[src/rtl/tlc_detect.sv]
// Vehicle loop sensor conditioning for the traffic light controller: synchronize,
// debounce, stretch demand after release, count arrivals and flag stuck sensors.
module tlc_detect #(
    parameter int unsigned DEB_CYCLES   = 4,
    parameter int unsigned HOLD_CYCLES  = 8,
    parameter int unsigned STUCK_CYCLES = 200
) (
    input  logic       CLK,
    input  logic       clr,
    input  logic       MS_RAW,
    input  logic       SS_RAW,
    input  logic       MCNT_CLR,
    input  logic       SCNT_CLR,
    output logic       MD,
    output logic       SD,
    output logic [3:0] MCNT,
    output logic [3:0] SCNT,
    output logic       MFLT,
    output logic       SFLT
);

    localparam logic [3:0] DEB_L   = 4'(DEB_CYCLES);
    localparam logic [7:0] HOLD_L  = 8'(HOLD_CYCLES);
    localparam logic [7:0] STUCK_L = 8'(STUCK_CYCLES);

    // Channel index 0 is main street, 1 is side street.
    logic [1:0] raw;
    logic [1:0] cnt_clr;

    logic [1:0] sync_q    [2];
    logic [1:0] sync_d    [2];
    logic [3:0] deb_cnt_q [2];
    logic [3:0] deb_cnt_d [2];
    logic [3:0] cnt_q     [2];
    logic [3:0] cnt_d     [2];
    logic [7:0] hold_q    [2];
    logic [7:0] hold_d    [2];
    logic [7:0] stk_q     [2];
    logic [7:0] stk_d     [2];
    logic [1:0] deb_q;
    logic [1:0] deb_d;
    logic [1:0] flt_q;
    logic [1:0] flt_d;

    assign raw     = {SS_RAW, MS_RAW};
    assign cnt_clr = {SCNT_CLR, MCNT_CLR};

    always_comb begin
        logic rise;
        logic fall;
        deb_d = deb_q;
        flt_d = flt_q;
        for (int i = 0; i < 2; i++) begin
            sync_d[i]    = {sync_q[i][0], raw[i]};
            deb_cnt_d[i] = '0;
            hold_d[i]    = hold_q[i];
            cnt_d[i]     = cnt_q[i];
            stk_d[i]     = '0;

            // The edge that would bring the counter to DEB_CYCLES commits the new level.
            if (sync_q[i][1] != deb_q[i]) begin
                if (deb_cnt_q[i] == DEB_L - 4'd1) begin
                    deb_d[i] = sync_q[i][1];
                end else begin
                    deb_cnt_d[i] = deb_cnt_q[i] + 4'd1;
                end
            end

            rise = deb_d[i] & ~deb_q[i];
            fall = ~deb_d[i] & deb_q[i];

            if (fall) begin
                hold_d[i] = HOLD_L;
            end else if (rise) begin
                hold_d[i] = '0;
            end else if (hold_q[i] != 8'd0) begin
                hold_d[i] = hold_q[i] - 8'd1;
            end

            // A clear coinciding with an arrival keeps that arrival.
            if (cnt_clr[i]) begin
                cnt_d[i] = {3'b000, rise};
            end else if (rise && cnt_q[i] != 4'hF) begin
                cnt_d[i] = cnt_q[i] + 4'd1;
            end

            if (deb_q[i]) begin
                stk_d[i] = (stk_q[i] == STUCK_L) ? stk_q[i] : stk_q[i] + 8'd1;
            end
            flt_d[i] = flt_q[i] | (stk_d[i] == STUCK_L);
        end
    end

    always_ff @(posedge CLK or negedge clr) begin
        if (!clr) begin
            deb_q <= '0;
            flt_q <= '0;
            for (int i = 0; i < 2; i++) begin
                sync_q[i]    <= '0;
                deb_cnt_q[i] <= '0;
                cnt_q[i]     <= '0;
                hold_q[i]    <= '0;
                stk_q[i]     <= '0;
            end
        end else begin
            deb_q <= deb_d;
            flt_q <= flt_d;
            for (int i = 0; i < 2; i++) begin
                sync_q[i]    <= sync_d[i];
                deb_cnt_q[i] <= deb_cnt_d[i];
                cnt_q[i]     <= cnt_d[i];
                hold_q[i]    <= hold_d[i];
                stk_q[i]     <= stk_d[i];
            end
        end
    end

    // A stuck sensor forces demand so the controller never starves that approach.
    assign MD   = deb_q[0] | (hold_q[0] != 8'd0) | flt_q[0];
    assign SD   = deb_q[1] | (hold_q[1] != 8'd0) | flt_q[1];
    assign MCNT = cnt_q[0];
    assign SCNT = cnt_q[1];
    assign MFLT = flt_q[0];
    assign SFLT = flt_q[1];

endmodule

[config.mk]
export PLATFORM = sky130hd
export DESIGN_NAME = tlc_detect
export DESIGN_NICKNAME = d
export VERILOG_FILES = /design/src/rtl/tlc_detect.sv
export SDC_FILE = /design/constraint.sdc
export NUM_CORES = 1
export LEC_CHECK = 0
export CORE_ASPECT_RATIO = 1.75
export CORE_UTILIZATION = 45
export CTS_BUF_LIST = sky130_fd_sc_hd__clkbuf_4 sky130_fd_sc_hd__clkbuf_8
export DETAILED_ROUTE_END_ITERATION = 12
export HOLD_SLACK_MARGIN = 0.08
export PLACE_DENSITY = 0.7
export SLEW_MARGIN = 5
export SYNTH_ARGS = -nofsm -noshare
export SYNTH_HDL_FRONTEND = slang
export SYNTH_SLANG_ARGS = --single-unit
[constraint.sdc]
create_clock -name CLK -period 2.1 [get_ports CLK]
set_input_delay 0.315 -clock CLK [delete_from_list [all_inputs] [get_ports CLK]]
set_output_delay 0.315 -clock CLK [all_outputs]
set_load 0.05 [all_outputs]
==> metrics.md, run 1 <==
| Metric | Value |
|---|---|
| # port buffers | 17 |
| RSZ-0062 raised after global routing | yes |
| DR vias/cell | 5.487 |
| Design Area, Final | 0.003593 mm² |
| Clock Skews | 0.004961 ns |
| Kind of critical path | reg2reg |
| Tmin final | 2.183 ns |
| RD Place Congestion | 0.8337 |
| Pre-Repair DR Iteration Count | 4 |
| Grt ovf | 0 |
| Dpl cells | 408 |
| Pre-CTS setup slack | -0.05028 ns |
| Total number of vias | 2343 |
| CTS buffer count | 5 |
| Clk pin slew, worst setup/hold paths | 0.10 ns |
| Crit. End Element | register |
| Site Rows | 38 |
| Static Leak | 1.550 nW |
| Relative slew slack | 53.09% |
| Post-Syn Area per Cell | 9.529 µm² |
| Total Nets Final | 368 |
| Area taken by multi-input logic gates | 0.001579 mm² |
| DIE WIDTH | 62.95 µm |
| Iteration-0 DRC Markers | 130 |
| Worst slew pin tran | 0.7036 ns |
| Max Cap Viol | 0 |
| Die Y-Extent | 108.7 µm |
| HPWL after DPL | 4.128 mm |
| Post-synthesis register bit count | 56 |
| Post-Syn Area | 0.002925 mm² |
| Core ar. | 0.006228 mm² |
| Register area | 0.001401 mm² |
| Finished Layout Cells | 427 |
| Largest net degree at the start of global routing | 57 |
| F_max | 458.2 MHz |
| Final setup vio count | 1 |
| CTS HTree Levels | 2 |
| Worst-Skew Late Latency | 0.31 ns |
| Hold Vio Cnt, Final | 0 |
| Post-route DRC | 0 |
| Worst hold margin | 0.1140 ns |
| Power per cell area | 1258 mW/mm² |
| Root Driver | clkbuf_8 |
| Crit path launch | deb_cnt_q[1] |
| Layout Utilization | 57.69% |
| # diodes | 0 |
| CP Max Fanout | 3 |
| Post-DP Area | 0.003257 mm² |
| Post-synth cell types | 41 |
| Hold Path Class | in2async |
| Fraction of layout cells with a size suffix above 1 | 18.44% |
| Gr usage total | 18.53% |
| CTS tree | done |
| Initial antenna violation count | 0 |
| Final worst slack | -0.08259 ns |
| Syn_nets | 329 |
| CTS Sinks | 56 |
| Commonest non-fill, non-tap cell in the layout | dfrtp_1 |
| Startpoint Class | register |
| Status | finished with violations |
| I/O pin total | 18 |
| Worst EP arrival | 2.42 ns |
| Launch point of the worst reg-to-reg path | deb_cnt_q[1] |
| Tcrit/Tclk final | 103.9% |
| Antenna Nets Post-Route | 0 |
| First-pass GRT wire length | 9.984 mm |
| Die area | 0.006840 mm² |
| Worst endpoint required time | 2.34 ns |
| Fillers | 523 |
| Initial Util | 46.97% |
| Gate Count Post-Synth | 307 |
| Final max-slew violation count | 0 |
| Number of global-route vias before repair | 2255 |
| Wirelength per Cell | 13.83 µm |
| Peak supply drop | 1.080 mV |
| Clock Path Buffers | 2 |
| Ys Warns | 0 |
| Area delta synth->final | 22.84% |
| WL final | 5.905 mm |
| Failing checks | setup timing |
| Post-synthesis sequential area ratio | 47.90% |
| Most frequent cells in the layout | dfrtp_1, nor2_1, nand3_1 |
==> cell families after synthesis <==
group	count (synthesis)	synth area share, %
flops	56	47.90
xor+xnor	18	5.389
simple gates	126	22.33
compound gates	62	13.30
buf+inv	27	3.550
fa+ha+maj	16	6.843
mux	2	0.6844
==> final timing paths <==
kind,to,cells after the start,slack (ns)
setup / recovery,hold_q[6],9,-0.08
hold / removal,hold_q[2],2,0.11
setup reg to reg,hold_q[6],9,-0.08
hold reg to reg,sync_q[3],0,0.35
max in group asynchronous,hold_q[14],2,1.50
min in group CLK,sync_q[3],0,0.35
==> routing by layer <==
layer	up-vias	track usage, %	share of wire (%)
met4	0	6.478	1.3
met5	-	0	0
met3	6	3.975	2.8
li1	1159	-	-
met2	42	34.56	55
met1	1136	20.35	41
==> through the flow <==
| stage | TNS [ns] | total power, mW |
|---|---|---|
| floorplan | -0.03509 | 2.848 |
| global placement | 0 | 3.322 |
| detailed placement | -0.1678 | 3.385 |
| CTS | -0.04850 | 4.190 |
| global route | -0.2558 | 4.885 |
| finish | -0.08259 | 4.520 |
==> synth_stat cells <==
master	n	area, µm²
dfrtp_1	56	1401
nor2_1	30	112.6
nand3_1	23	115.1
o21ai_0	23	115.1
inv_1	21	78.83
nand2_1	18	67.56
a21oi_1	17	85.08
ha_1	16	200.2
nor3_1	11	55.05
xnor2_1	10	87.58
xor2_1	8	70.07
nand2b_1	6	37.54
or3_1	6	37.54
nand4_1	5	31.28
o21a_1	5	37.54
and3_1	4	25.02
clkbuf_1	4	15.01
nand3b_1	4	30.03
o31ai_1	4	30.03
a31oi_1	3	18.77
or2_2	3	18.77
and2_1	2	12.51
buf_2	2	10.01
mux2i_1	2	20.02
nor2b_1	2	12.51
nor3b_1	2	15.01
nor4_1	2	12.51
nor4b_1	2	17.52
o211ai_1	2	15.01
o41ai_2	2	32.53
or4_1	2	15.01
a21o_1	1	7.510
and2_0	1	6.260
nand4b_1	1	8.760
nand4bb_1	1	11.26
o211a_1	1	10.01
o31a_1	1	8.760
o32ai_1	1	8.760
o41a_1	1	11.26
o41ai_1	1	8.760
or4_4	1	11.26
==> repair_timing <==
item                                    4_1_cts  5_1_grt
pin swaps                                     1        6
endpoints found under the setup margin        9       16
cloned                                        0        1
hold buffers                                  0        0
buffers inserted                              2        8
gates resized for setup                       7       26
==> area by class of cell <==
| type | instances | share of cell area [%] |
|---|---|---|
| clock inverters | 2 | 0.9749 |
| repair buffers | 38 | 8.983 |
| flip-flops and latches | 56 | 39.00 |
| well taps | 80 | 2.786 |
| clock buffers | 6 | 2.124 |
| multi-input cells | 224 | 43.94 |
| inverters | 21 | 2.194 |
==> worst max-delay path: stages (launching register included) <==
cell	delay, ns
dfrtp_1	0.37
ha_2	0.18
nor3b_4	0.24
nor2_1	0.09
a21oi_2	0.15
inv_2	0.07
ha_4	0.21
and3_4	0.15
or4_4	0.51
a21oi_2	0.15
==> state kept, by name, summed over array words and instances (netlist names), 4 cells and up <==
register	flops
hold_q	16
deb_cnt_q	8
stk_q	16
SCNT	4
MCNT	4
==> where the power goes <==
part | total (mW) | leakage (nW) | internal (mW) | switching (mW)
Sequential | 1.62 | 0.743 | 1.33 | 0.290
Combinational | 2.19 | 0.748 | 0.995 | 1.20
Clock | 0.710 | 0.0586 | 0.367 | 0.342
Power figures use the tool's default switching activity.
==> inputs of run 2 (changes only) <==
- CORE_UTILIZATION: 45 -> 35
- PLACE_DENSITY: 0.7 -> 0.58
==> run 2 against run 1 <==
Against the previous run: the run still ends with setup timing left; sequential share of layout area increased by 0.26 points; worst hold slack better by 0.25 ns; design area down 0.66%; first-iteration DRC count decreased by 3.8%; die area grew 28%; global-route usage down 3.5 points.
==> metrics.md, run 2 (synthesized netlist as in run 1, its figures left out) <==
| Metric | Value |
|---|---|
| CP Max Fanout | 3 |
| Startpoint Class | register |
| Largest net degree at the start of global routing | 30 |
| I/O pin total | 18 |
| RD Place Congestion | 0.8130 |
| Grt ovf | 0 |
| Crit path capture | hold_q[6] |
| Area delta synth->final | 22.03% |
| CTS HTree Levels | 2 |
| Worst-Skew Late Latency | 0.32 ns |
| RSZ-0062 raised after global routing | yes |
| Crit path launch | deb_cnt_q[1] |
| Die Y-Extent | 122.9 µm |
| Die area | 0.008742 mm² |
| Max Cap Viol | 0 |
| Initial antenna violation count | 0 |
| Dpl cells | 421 |
| Static Leak | 1.539 nW |
| HPWL after DPL | 4.516 mm |
| Commonest non-fill, non-tap cell in the layout | dfrtp_1 |
| CTS Sinks | 56 |
| Pre-Repair DR Iteration Count | 6 |
| Area taken by multi-input logic gates | 0.001545 mm² |
| Number of global-route vias before repair | 2239 |
| R2R Setup Slk | -0.02 ns |
| CTS buffer count | 5 |
| Worst EP arrival | 2.38 ns |
| Relative slew slack | 57.15% |
| Total Nets Final | 366 |
| Antenna Nets Post-Route | 0 |
| DR vias/cell | 5.386 |
| Crit. End Element | register |
| WL final | 6.035 mm |
| Final max-slew violation count | 0 |
| Fraction of layout cells with a size suffix above 1 | 16.52% |
| Most frequent cells in the layout | dfrtp_1, nor2_1, nand3_1 |
| DIE WIDTH | 71.11 µm |
| Setup TNS | -0.02792 ns |
| Clock Path Buffers | 2 |
| Clk pin slew, worst setup/hold paths | 0.11 ns |
| CTS tree | done |
| Reg2reg end | hold_q[6] |
| Final worst slack | -0.02243 ns |
| Total power | 4.474 mW |
| # port buffers | 17 |
| Post-route DRC | 0 |
| F_max | 471.2 MHz |
| Hold Path Class | reg2reg |
| Site Rows | 43 |
| Pre-CTS setup slack | -0.004568 ns |
| Peak supply drop | 0.7133 mV |
| Final setup vio count | 2 |
| Tcrit/Tclk final | 101.1% |
| Launch point of the worst reg-to-reg path | deb_cnt_q[1] |
| Worst endpoint required time | 2.36 ns |
| Largest regs | hold_q (16), stk_q (16), deb_cnt_q (8) |
| Clock Skews | 0.01067 ns |
| Failing checks | setup timing |
| Total number of vias | 2343 |
| Gr usage total | 15.03% |
| # diodes | 0 |
| Register area | 0.001401 mm² |
| Tmin final | 2.122 ns |
| Hold Crit Depth | 0 |
| Wirelength per Cell | 13.87 µm |
| Hold Vio Cnt, Final | 0 |
| Iteration-0 DRC Markers | 125 |
| Fillers | 775 |
| Root Driver | clkbuf_8 |
| Finished Layout Cells | 435 |
| Initial Util | 36.49% |
| Status | finished with violations |
| Core ar. | 0.008016 mm² |
| First-pass GRT wire length | 10.18 mm |
| Worst Reg-to-Reg Cells | 9 |
| Kind of critical path | reg2reg |
| Power per cell area | 1253 mW/mm² |
| Worst slew pin tran | 0.6428 ns |
[run 2: stage by stage]
stage,instance area (µm²),utilization (%),hold WS (ns)
6_report,3570,44.53,0.3662
5_1_grt,3570,44.53,0.3816
4_1_cts,3442,42.94,0.3694
3_5_place_dp,3292,41.06,0.3503
3_3_place_gp,3292,41.06,0.3333
2_1_floorplan,2958,-,0.01941
[run 2: power breakdown]
part	switching, mW	total [mW]	internal, mW	leakage, nW
Clock	0.372	0.794	0.422	0.0645
Combinational	1.15	2.07	0.925	0.731
Sequential	0.277	1.61	1.33	0.743
[run 2: worst min path at each step]
stage / end / start
after floorplan: MCNT[0] / clr
after global placement: sync_q[3] / sync_d[3]
after detailed placement: sync_q[3] / sync_d[3]
after CTS: sync_q[3] / sync_d[3]
after global routing: sync_q[3] / sync_d[3]
final: sync_q[1] / sync_d[1]
[run 2: critical path, cell delays in order, from the launching register on]
cell	delay (ns)
dfrtp_1	0.37
ha_2	0.18
nor3b_4	0.24
nor2_2	0.06
a21oi_2	0.12
inv_1	0.07
ha_1	0.27
and3_4	0.15
or4_1	0.45
a21oi_1	0.15
[run 2: layout make-up]
type                    count  share of cell area, %
repair buffers             36                  8.552
well taps                  90                  3.155
clock buffers               7                  2.699
clock inverters             1                 0.8412
multi-input cells         224                  43.29
inverters                  21                  2.208
flip-flops and latches     56                  39.26
[run 2: per-layer routing]
metal | GRT usage (%) | vias up | routed length [µm]
met5 | 0 | - | 0
met4 | 8.500 | 0 | 171
met3 | 2.119 | 13 | 155
met2 | 28.13 | 36 | 3357
met1 | 15.93 | 1145 | 2351
li1 | - | 1149 | -
[run 2: timing repair]
action	4_1_cts	5_1_grt
endpoints found under the hold margin	27	0
setup endpoints to repair	6	18
setup buffers	1	4
resized for setup	1	30
hold buffers	1	0
pin swaps	0	7
==> inputs of run 3 (changes only) <==
- CTS_CLUSTER_SIZE: default -> 30
==> results of run 3 <==
Same layout as run 2: the final DEF is identical, and so are final timing and power.
